`src/rtl/pipes_list.sv`:
```
// pipes_list: bounded, ordered list of pipe records {x, y} for the game CPU.
// Records are appended at the tail. An iteration pass presents each record in
// insertion order. The caller either returns a replacement value or asks for
// the record to be removed, and the pass compacts the survivors in place.
// Optional build macro: PIPES_LIST_OVERFLOW_FLAG_EN adds a sticky 'overflow'
// output that records any insert request that was dropped.
module pipes_list #(
    parameter int CAPACITY = 16,
    parameter int X_WIDTH  = 12,
    parameter int Y_WIDTH  = 11
) (
    input  logic                       clk,
    input  logic                       rst,
    input  logic                       ce,
    output logic [4:0]                 count,
    input  logic                       insert_en,
    input  logic [X_WIDTH+Y_WIDTH-1:0] insert_data,
    input  logic                       iter_start,
    output logic                       iter_done,
    input  logic [X_WIDTH+Y_WIDTH-1:0] iter_in,
    output logic [X_WIDTH+Y_WIDTH-1:0] iter_out,
    input  logic                       iter_remove
`ifdef PIPES_LIST_OVERFLOW_FLAG_EN
    ,
    output logic                       overflow
`endif
);

    localparam int W  = X_WIDTH + Y_WIDTH;
    localparam int AW = (CAPACITY > 1) ? $clog2(CAPACITY) : 1;
    localparam logic [4:0] CAP_COUNT = 5'(CAPACITY);

    localparam logic [0:0] IDLE = 1'b0;
    localparam logic [0:0] ITER = 1'b1;

    logic [0:0]    state_r;
    logic [4:0]    count_r;
    logic [AW-1:0] head_r;
    logic [AW-1:0] rd_r;
    logic [AW-1:0] wr_r;
    logic          done_r;
    logic [W-1:0]  last_out_r;
    logic [W-1:0]  mem_r [CAPACITY];

    logic [AW-1:0] rd_slot_s;
    logic [AW-1:0] wr_slot_s;
    logic [AW-1:0] tail_slot_s;
    logic [W-1:0]  presented_s;
    logic          full_s;
    logic          last_s;
    logic [4:0]    survivors_s;
    logic          insert_ok_s;
    logic          commit_s;
    logic          drop_s;
    logic          mem_we_s;
    logic [AW-1:0] mem_addr_s;
    logic [W-1:0]  mem_data_s;

    // Physical slot decode and the per-cycle decisions of the controller.
    always_comb begin
        rd_slot_s   = head_r + rd_r;
        wr_slot_s   = head_r + wr_r;
        tail_slot_s = head_r + count_r[AW-1:0];
        presented_s = mem_r[rd_slot_s];
        full_s      = (count_r == CAP_COUNT);
        last_s      = ((5'(rd_r) + 5'd1) == count_r);
        if (iter_remove) begin
            survivors_s = 5'(wr_r);
        end else begin
            survivors_s = 5'(wr_r) + 5'd1;
        end
        // iter_start takes priority over insert_en in IDLE; inserts are
        // never accepted while a pass is running.
        insert_ok_s = (state_r == IDLE) && insert_en && !iter_start && !full_s;
        commit_s    = (state_r == ITER) && !iter_start;
        drop_s      = insert_en && !insert_ok_s;
    end

    // Select the single memory write of this cycle: tail append or pass commit.
    always_comb begin
        mem_we_s   = 1'b0;
        mem_addr_s = tail_slot_s;
        mem_data_s = insert_data;
        if (insert_ok_s) begin
            mem_we_s   = 1'b1;
            mem_addr_s = tail_slot_s;
            mem_data_s = insert_data;
        end else if (commit_s && !iter_remove) begin
            mem_we_s   = 1'b1;
            mem_addr_s = wr_slot_s;
            mem_data_s = iter_in;
        end else begin
            mem_we_s   = 1'b0;
        end
    end

    // Record storage; contents are meaningful only below count, so no reset.
    always_ff @(posedge clk) begin
        if (ce && !rst && mem_we_s) begin
            mem_r[mem_addr_s] <= mem_data_s;
        end
    end

    // List controller: count, pass indices, done flag and held output value.
    always_ff @(posedge clk) begin
        if (rst) begin
            state_r    <= IDLE;
            count_r    <= 5'd0;
            head_r     <= '0;
            rd_r       <= '0;
            wr_r       <= '0;
            done_r     <= 1'b1;
            last_out_r <= '0;
        end else if (ce) begin
            case (state_r)
                IDLE: begin
                    if (iter_start) begin
                        if (count_r != 5'd0) begin
                            state_r <= ITER;
                            rd_r    <= '0;
                            wr_r    <= '0;
                            done_r  <= 1'b0;
                        end
                    end else if (insert_ok_s) begin
                        count_r <= count_r + 5'd1;
                    end
                end
                ITER: begin
                    if (iter_start) begin
                        // Restart without committing the presented element.
                        rd_r <= '0;
                        wr_r <= '0;
                    end else begin
                        last_out_r <= presented_s;
                        rd_r       <= rd_r + {{(AW-1){1'b0}}, 1'b1};
                        if (!iter_remove) begin
                            wr_r <= wr_r + {{(AW-1){1'b0}}, 1'b1};
                        end
                        if (last_s) begin
                            // Survivors now occupy logical 0..wr-1.
                            count_r <= survivors_s;
                            done_r  <= 1'b1;
                            state_r <= IDLE;
                        end
                    end
                end
                default: begin
                    state_r <= IDLE;
                    done_r  <= 1'b1;
                end
            endcase
        end
    end

`ifdef PIPES_LIST_OVERFLOW_FLAG_EN
    logic overflow_r;

    // Sticky record of any insert request that did not land in the list.
    always_ff @(posedge clk) begin
        if (rst) begin
            overflow_r <= 1'b0;
        end else if (ce && drop_s) begin
            overflow_r <= 1'b1;
        end
    end

    assign overflow = overflow_r;
`else
    logic unused_drop_s;
    assign unused_drop_s = drop_s;
`endif

    assign count     = count_r;
    assign iter_done = done_r;
    // During a pass the presented element is shown straight from storage so it
    // is valid the cycle after iter_start; in IDLE the last one is held.
    assign iter_out  = (state_r == ITER) ? presented_s : last_out_r;

endmodule

```
`config.mk`:
```
export PLATFORM = sky130hd
export DESIGN_NAME = pipes_list
export DESIGN_NICKNAME = d
export VERILOG_FILES = /design/src/rtl/pipes_list.sv
export SDC_FILE = /design/constraint.sdc
export NUM_CORES = 1
export LEC_CHECK = 0
export ABC_AREA = 1
export CAP_MARGIN = 10
export CORE_MARGIN = 2
export CORE_UTILIZATION = 50
export CTS_CLUSTER_DIAMETER = 200
export CTS_CLUSTER_SIZE = 10
export DETAILED_ROUTE_END_ITERATION = 10
export PLACE_DENSITY = 0.73
export SLEW_MARGIN = 20
export SYNTH_ARGS = -nofsm -noshare
export SYNTH_HDL_FRONTEND = slang
export SYNTH_SLANG_ARGS = --single-unit
```
`constraint.sdc`:
```
create_clock -name clk -period 7.41 [get_ports clk]
set_clock_uncertainty 0.05 [all_clocks]
set_input_delay 1.1115 -clock clk [delete_from_list [all_inputs] [get_ports clk]]
set_output_delay 1.1115 -clock clk [all_outputs]
set_load 0.01 [all_outputs]
```
==> impl_results.md, run 1 <==
- Layout area overhead: 14.4%
- Drt first pass iters: 7
- Setup TNS: 0 ps
- Worst-margin pin slew: 1080 ps
- P per Cell Area: 254 nW/um2
- Leakage Power: 0.00719 uW
- Achievable frequency: 210 MHz
- Htree depth: 2
- Mapped Nets: 1,647
- Starting density of the core: 50.7%
- Largest net degree at the start of global routing: 146
- Fin crit share: 64.1%
- Outcome: complete, no violations
- Max cap viols: 0
- DP Wirelength: 23.6 mm
- DIE HEIGHT: 191 um
- Synthesized area: 17,500 um2
- Routed met2 length: 19.1 mm
- CP Data Arrival Time: 3590 ps
- CTS Hold Buffers Added: 0
- Max VDD drop: 0.000164 V
- Non-Filler Instances: 2,131
- Antenna violations before repair: 0
- CTS Sinks: 410
- Vias: 11,900
- Synth top area cells: edfxtp_1 (63%), inv_1 (5.1%), nand2_1 (5.1%), nand3_1 (5.0%), dfxtp_1 (4.8%)
- Top sig layer: met4
- CP max FO: 82
- Die width: 191 um
- Core Area: 34,500 um2
- Number of antenna diodes: 0
- Met1 wire length: 17.0 mm
- DR DRC count: 0
- Clk root buf: clkbuf_16
- # port buffers: 80
- Rows: 68
- Slew Viols, Final: 0
- Worst Setup End Kind: output pin
- Proportion of layout cells with a drive suffix above 1: 5.73%
- Biggest area consumer among synthesized cells: edfxtp_1
- Via density: 5.56
- Post-CTS sizing: 0
- CTS tree: yes
- Post-synth top area share: 63.1%
- EDFF count, synth: 368
- Die Area: 36,500 um2
- CTS max path bufs: 3
- Max_slew headroom: 28.0%
- Drt wl/cell: 19.0 um
- Total gr overflow: 0
- RSZ-0062 raised after global routing: no
- Post-route minimum period: 4750 ps
- Layout net count: 1,695
- Fin. Hold Viols: 0
- Yosys warns: 0
- DR iter-0 viols: 1,171
- FF+latch count, synth: 410
- DP Worst Slack: 2420 ps
- First-pass GRT wire length: 60.7 mm
- Post-CTS Setup Inserts: 0
- Total CTS buffers: 46
- Met3 wire length: 3.40 mm
- Startpoint types: register
- Kind of critical path: register to output pin
- Unique masters post-synth: 34
- Gpl congestion: 0.821
- Placed insts: 2,046
- Top FF cell, synth: edfxtp_1
- Final WS setup: 2660 ps
- Total power: 5080 uW
- # IOs: 81
- Post-synthesis sequential area ratio: 67.9%
- ANT nets after route: 0
- Gr usage total: 22.0%
- Vias in the first global route: 11,100
- Clk slew on worst S/H paths: 60 ps
- Async set or reset register ratio after synthesis: 0%
- Syn avg cell area: 11.0 um2
- Final setup vio count: 0
- Hold Path Class: register to register
- Syn Inst Count: 1,591
- Routed WL: 40.5 mm
- WP data required: 6250 ps
- Clk Latency, worst-skew pair: 550 ps
-- worst paths after layout --
kind	start	to	slack, ps	depth (start not counted)
min reg2reg	iter_done	iter_done	420	2
max	register	iter_out[11]	2660	8
max reg2reg	state_r	mem_r[8][17]	2940	10
min	iter_done	iter_done	420	2
-- report_power, final --
group          internal (uW)  leakage [uW]  total [uW]  switching [uW]
Combinational            162       0.00291         461             299
Sequential              2570       0.00365        2600            24.8
Clock                   1190      0.000627        2020             833
-- Yosys cell counts, types with 17 or more instances --
cell / count
edfxtp_1: 368
nand3_1: 174
inv_1: 237
nor2_1: 51
dfxtp_1: 42
o211ai_1: 96
clkbuf_1: 34
nand2_1: 237
buf_1: 18
a21oi_1: 110
o21ai_0: 111
o21a_1: 17
buf_2: 38
a31oi_1: 17
-- cell usage in the layout (no fill, tap or decap), types with 37 or more instances in the layout --
master	instances
edfxtp_1	368
inv_1	237
nand2_1	237
nand3_1	174
o21ai_0	111
a21oi_1	110
o211ai_1	96
clkdlybuf4s50_1	80
clkbuf_16	47
nor2_1	39
dfxtp_1	38
clkbuf_1	37
-- flip-flops by register name, indices dropped and copies added (netlist names), named ones only --
signal and count:
count 5, iter_done 1, last_out_r 23, mem_r 368, rd_r 4, state_r 1, wr_r 4
-- cell families (layout without fill, tap and decap cells) --
logic type      count (synthesis)  count (layout)  share of synthesized area, %
simple gates                  476             476                          11.8
xor+xnor                        5               5                         0.250
fa+ha+maj                       4               4                         0.286
flops                         410             410                          67.9
compound gates                358             358                          12.0
buf+inv                       338             423                          7.69
-- per-stage QoR --
step	hold slack [ps]	instance area (um2)	util, %
global route	460	20000	58.0
floorplan	428	17500	-
global placement	389	18700	54.1
finish	420	20000	58.0
detailed placement	400	18700	54.1
CTS	416	20000	58.0
-- worst max-delay path: stages (launching register included) --
cell             delay, ps
dfxtp_4                700
buf_4                  770
o211ai_1               200
nand3_1                140
nand3_1                190
nand2_1                210
nand2_1                 60
o21ai_0                100
clkdlybuf4s50_1        560
-- area by class of cell --
class,instances,area (um2)
Clock inverter,1,8.76
Sequential cell,410,11900
Timing Repair Buffer,95,938
Inverter,243,912
Tap cell,455,569
Clock buffer,84,1320
Fill cell,2812,14500
Multi-Input combinational cell,843,4380
-- routing by layer --
layer	GRT usage, %	vias to the layer above
li1	-	5633
met5	0	-
met2	35.3	480
met1	30.1	5662
met3	4.17	77
met4	7.99	0
Power figures use the tool's default switching activity.
==> run 2: changes to the inputs <==
Clock period 7.41 ns to 4.45 ns, I/O delays scaled along.
==> run 2 against run 1 <==
Final cell count up 0.61%. Die area did not move. Via count up 0.23%. Clock-buffer cell count is 1 lower. Sequential power up 66%. First-iteration DRC count up 6.4%. Non-clock buffer count is 13 higher. Flip-flop and latch count stayed put. Wire length fell by 0.43%. Largest power group unchanged.
==> impl_results.md, run 2 (synthesis gave the netlist of run 1 again) <==
- Outcome: complete, no violations
- Core Area: 34,500 um2 (unchanged)
- Post-CTS Setup Inserts: 0 (unchanged)
- P per Cell Area: 420 nW/um2 (+66%)
- CP top delay family: buffers and inverters
- Htree depth: 2 (unchanged)
- Vias in the first global route: 11,300 (+2.2%)
- Most common cell after layout, fill and taps aside: edfxtp_1
- FF-to-FF path depth: 9 (-1)
- Rows: 68 (unchanged)
- Max VDD drop: 0.000334 V (+100%)
- Number of antenna diodes: 0 (unchanged)
- Vias: 11,900 (+0.23%)
- Layout net count: 1,708 (+0.77%)
- Startpoint types: register
- Hold Path Class: register to register
- DIE HEIGHT: 191 um (unchanged)
- Most frequent cells in the layout: edfxtp_1 (368), inv_1 (237), nand2_1 (237), nand3_1 (174), o21ai_0 (111)
- Worst stage delay on the critical path: 730 ps (-40 ps)
- R2r setup slk: 1230 ps (-1710 ps)
- Logic pwr share: 9.2% (about the same)
- CTS Sinks: 410 (unchanged)
- Most flops, register: mem_r
- R2R Path Start: count[0]
- Seq. cell area: 11,900 um2 (unchanged)
- Sequential Power Share: 50.9% (-0.3 points)
- Final setup vio count: 0 (unchanged)
- Multi-input combinational cell area: 4380 um2 (unchanged)
- Worst hold start: iter_done
- Total gr overflow: 0 (unchanged)
- First-pass GRT wire length: 62.2 mm (+2.6%)
- DR iter-0 viols: 1,246 (+6.4%)
- Total CTS buffers: 46 (unchanged)
- WP data required: 3730 ps (-2520 ps)
- DP Wirelength: 24.1 mm (+2.2%)
- CTS Hold Buffers Added: 0 (unchanged)
- Die width: 191 um (unchanged)
- Leakage Power: 0.00728 uW (+1.2%)
- Max_slew headroom: 27.0% (-1.0 points)
- Worst Setup End Kind: output pin
- Hold path depth: 2 (unchanged)
- Clk slew on worst S/H paths: 60 ps (about the same)
- # port buffers: 80 (unchanged)
- Critical Path Stages: 8 (unchanged)
- Drt wl/cell: 18.8 um (-1.0%)
- Setup TNS: 0 ps (unchanged)
- Max reg flops: 368 (unchanged)
- CTS tree: yes
- Hold Slack: 407 ps (-12.4 ps)
- Largest net degree at the start of global routing: 93 (-36%)
- CP Data Arrival Time: 3140 ps (-450 ps)
- ANT nets after route: 0 (unchanged)
- Switching share of power: 22.9% (+0.12 points)
- Routed WL: 40.3 mm (-0.43%)
- Starting density of the core: 50.7% (unchanged)
- Layout area overhead: 15.4%
- DR DRC count: 0 (unchanged)
- Via density: 5.54 (-0.38%)
- Internal Power: 6540 uW (+67%)
- Post-route minimum period: 3850 ps
- Slowest CP cell: dfxtp_4
- Worst-margin pin slew: 1090 ps (+15.4 ps)
- Filler cell count: 2,745 (-2.4%)
- Bufs and invs on worst path: 2 (unchanged)
- Slew Viols, Final: 0 (unchanged)
- Post-CTS sizing: 0 (unchanged)
- CTS max path bufs: 3 (unchanged)
- Antenna violations before repair: 0 (unchanged)
- Gr usage total: 22.3% (+0.34 points)
- Sw power: 1940 uW (+68%)
- CP cell instances: buf_4, o211ai_1, nand3_1, nand3_1, nand2_1, nand2_1, o21ai_0, clkdlybuf4s50_1
- Achievable frequency: 259 MHz
- Clk root buf: clkbuf_16
- # IOs: 81 (unchanged)
- Kind of critical path: register to output pin
- Fin crit share: 86.6%
- Die Area: 36,500 um2 (unchanged)
- Gpl congestion: 0.907 (+10%)
- Fin. Hold Viols: 0 (unchanged)
- RSZ-0062 raised after global routing: no
- Drt first pass iters: 5 (-2)
- Max cap viols: 0 (unchanged)
- Proportion of layout cells with a drive suffix above 1: 6.51% (+0.78 points)
- Clk Latency, worst-skew pair: 550 ps (about the same)
- Clock share of power: 39.9% (about the same)
- CP max FO: 49 (-40%)
==> run 2: changes by cell type in the layout (fill, tap and decap cells not counted), sizes merged <==
cell / delta
inv: -1
clkbuf: -1
buf: +13
clkinv: +2
==> run 2: metal layers <==
layer	track usage, %	up-vias	wire (um)
met5	1.37	-	63
met1	30.4	5688	16900
met4	7.22	2	1040
li1	-	5668	-
met3	3.86	73	3200
met2	36.5	448	19200
==> run 2: power groups by stage <==
| stage | combinational, uW | clock (uW) | sequential (uW) |
|---|---|---|---|
| 4_1_cts | 778 | 3430 | 4320 |
| 3_3_place_gp | 761 | 0 | 4390 |
| 3_5_place_dp | 774 | 0 | 4400 |
| 2_1_floorplan | 444 | 0 | 4380 |
| 6_report | 778 | 3390 | 4320 |
| 5_1_grt | 856 | 3580 | 4320 |
==> run 2: stage by stage <==
| step | std cells | util (%) | setup WS, ps | total power, uW | cell area (um2) |
|---|---|---|---|---|---|
| finish | 2144 | 58.5 | 596 | 8480 | 20200 |
| global route | 2144 | 58.5 | 434 | 8750 | 20200 |
| CTS | 2144 | 58.5 | 600 | 8520 | 20200 |
| detailed placement | 2059 | 54.6 | 646 | 5170 | 18800 |
| global placement | 2059 | 54.6 | 720 | 5150 | 18800 |
| floorplan | 1591 | - | 845 | 4820 | 17500 |
==> run 2: path summary, 6_finish.rpt <==
path	end
hold / removal	iter_done
hold reg to reg	iter_done
setup reg to reg	mem_r[7][21]
setup / recovery	iter_out[11]
==> run 2: worst register-to-register path, stage by stage, from the launching register on <==
cell and delay, ps:
dfxtp_1 470, inv_1 170, ha_1 260, nand3_1 90, nand2_1 120, o21ai_0 260, nand3_2 230, nor2_1 180
nand2_1 250, nor2_4 750
==> run 2: area by class of cell <==
type	count	share of cell area, %
clock buffers	83	6.49
inverters	243	4.52
well taps	455	2.82
multi-input cells	843	21.7
repair buffers	108	5.38
flip-flops and latches	410	58.9
clock inverters	2	0.161
==> run 3: changes to the inputs <==
Settings changed: CAP_MARGIN 10 to default, CTS_CLUSTER_SIZE 10 to default.
==> run 3 against run 2 <==
Register-to-register slack got worse by 50 ps. Non-clock buffer count unchanged. Die area stayed put. Critical endpoint unchanged. Cell area about the same. Global-route usage up 0.25 points. Sequential power is essentially flat. Critical path depth stayed put. Worst setup slack improved by 2.6 ps. Utilization decreased by 0.054 points. Combinational power rose by 0.5%. First-iteration DRC count decreased by 3.1%. Via count decreased by 0.19%.
==> impl_results.md, run 3 (synthesis gave the netlist of run 1 again) <==
- Outcome: complete, no violations
- Routed WL: 40.9 mm (+1.3%)
- Fin crit share: 86.6% (about the same)
- Vias in the first global route: 11,300 (+0.026%)
- Achievable frequency: 260 MHz (about the same)
- Slew Viols, Final: 0 (unchanged)
- Fin. Hold Viols: 0 (unchanged)
- Critical Path Stages: 8 (unchanged)
- Core Area: 34,500 um2 (unchanged)
- Final WS setup: 598 ps (+2.62 ps)
- Via density: 5.54 (about the same)
- Clk slew on worst S/H paths: 60 ps (about the same)
- Post-CTS sizing: 0 (unchanged)
- CTS Sinks: 410 (unchanged)
- Number of antenna diodes: 0 (unchanged)
- Most frequent cells in the layout: edfxtp_1 (368), inv_1 (237), nand2_1 (237), nand3_1 (174), o21ai_0 (111)
- Layout net count: 1,705 (-0.18%)
- Max cap viols: 0 (unchanged)
- ANT nets after route: 0 (unchanged)
- DR iter-0 viols: 1,207 (-3.1%)
- RSZ-0062 raised after global routing: no
- Antenna violations before repair: 1 (+1)
- Worst Setup End Kind: output pin
- Total gr overflow: 0 (unchanged)
- Met3 Use GR: 3.87% (+0.018 points)
- Worst-margin pin slew: 1120 ps (+22.8 ps)
- DP Worst Slack: 646 ps (unchanged)
- DIE HEIGHT: 191 um (unchanged)
- Largest net degree at the start of global routing: 93 (unchanged)
- Busiest grt layer: met2
- Startpoint types: register
- Htree depth: 2 (unchanged)
- Clk Latency, worst-skew pair: 530 ps (-20 ps)
- Bufs and invs on worst path: 2 (unchanged)
- Layout area overhead: 15.3% (about the same)
- Hold Slack: 412 ps (+4.05 ps)
- CP cell instances: buf_4, o211ai_1, nand3_1, nand3_1, nand2_1, nand2_1, o21ai_0, clkdlybuf4s50_1
- Starting density of the core: 50.7% (unchanged)
- Drt first pass iters: 5 (unchanged)
- Hold path depth: 2 (unchanged)
- Gr usage total: 22.6% (+0.25 points)
- Leakage Power: 0.00729 uW (about the same)
- Hold Path Class: register to register
- CP top delay family: buffers and inverters
- Most flops, register: mem_r
- CTS Hold Buffers Added: 0 (unchanged)
- Proportion of layout cells with a drive suffix above 1: 7.19% (+0.67 points)
- Most common cell after layout, fill and taps aside: edfxtp_1
- Worst stage delay on the critical path: 720 ps (about the same)
- Final setup vio count: 0 (unchanged)
- # port buffers: 80 (unchanged)
- Die width: 191 um (unchanged)
- Max VDD drop: 0.000353 V (+5.6%)
- First-pass GRT wire length: 62.9 mm (+1.1%)
- Total CTS buffers: 43 (-6.5%)
- Vias: 11,900 (-0.19%)
- P per Cell Area: 419 nW/um2 (-0.30%)
- Max reg flops: 368 (unchanged)
- Drt wl/cell: 19.1 um (+1.6%)
- Filler cell count: 2,765 (+0.73%)
- Clk root buf: clkbuf_16
- DP Wirelength: 24.1 mm (unchanged)
- Rows: 68 (unchanged)
- Setup TNS: 0 ps (unchanged)
- M2 GR Usage: 37.0% (+0.46 points)
- Post-CTS Setup Inserts: 0 (unchanged)
- Met1 global-route usage: 30.5% (+0.11 points)
- CP max FO: 49 (unchanged)
- CTS tree: yes
- # IOs: 81 (unchanged)
- Kind of critical path: register to output pin
- CTS max path bufs: 3 (unchanged)
- Slowest CP cell: dfxtp_4
- Die Area: 36,500 um2 (unchanged)
- FF-to-FF path depth: 9 (unchanged)
- Max_slew headroom: 25.5% (-1.5 points)
- CP Data Arrival Time: 3130 ps (about the same)
- Gpl congestion: 0.907 (unchanged)
- WP data required: 3730 ps (about the same)
- Post-route minimum period: 3850 ps (-2.62 ps)
- DR DRC count: 0 (unchanged)
run 3: cell type report:
type | count | area (um2) | area share [%]
flip-flops and latches | 410 | 11900 | 59.0
multi-input cells | 843 | 4380 | 21.7
clock buffers | 59 | 1180 | 5.84
repair buffers | 108 | 1090 | 5.38
inverters | 243 | 912 | 4.52
well taps | 455 | 569 | 2.82
clock inverters | 21 | 148 | 0.732
run 3: path summary, 6_finish.rpt:
kind             start            to  slack [ps]
max           register  iter_out[11]         600
min          iter_done     iter_done         410
min reg2reg  iter_done     iter_done         410
max reg2reg   count[0]   mem_r[4][9]        1180
run 3: worst reg2reg max path: cells and delay by family, from the launching register on:
kind                     cells  cell delay [ps]
AND/OR/NAND/NOR              6             1640
flip-flops                   1              470
AO/OA/AOI/OAI                1              290
adder cells (fa/ha/maj)      1              260
buffers and inverters        1              180
run 3: layer usage:
| metal | up-vias | routed length [um] |
|---|---|---|
| met5 | - | 58 |
| met3 | 81 | 2940 |
| li1 | 5657 | - |
| met4 | 4 | 1250 |
| met1 | 5684 | 17200 |
| met2 | 430 | 19500 |
run 3: report_power, final:
group	internal, uW	total (uW)	switching (uW)
Clock	1920	3350	1430
Sequential	4280	4310	32.6
Combinational	276	782	506
run 3: per-stage QoR:
step | total power [uW] | instances | area (um2) | utilization [%]
CTS | 8490 | 2139 | 20200 | 58.4
finish | 8450 | 2139 | 20200 | 58.4
floorplan | 4820 | 1591 | 17500 | -
global placement | 5150 | 2059 | 18800 | 54.6
global route | 8710 | 2139 | 20200 | 58.4
detailed placement | 5170 | 2059 | 18800 | 54.6
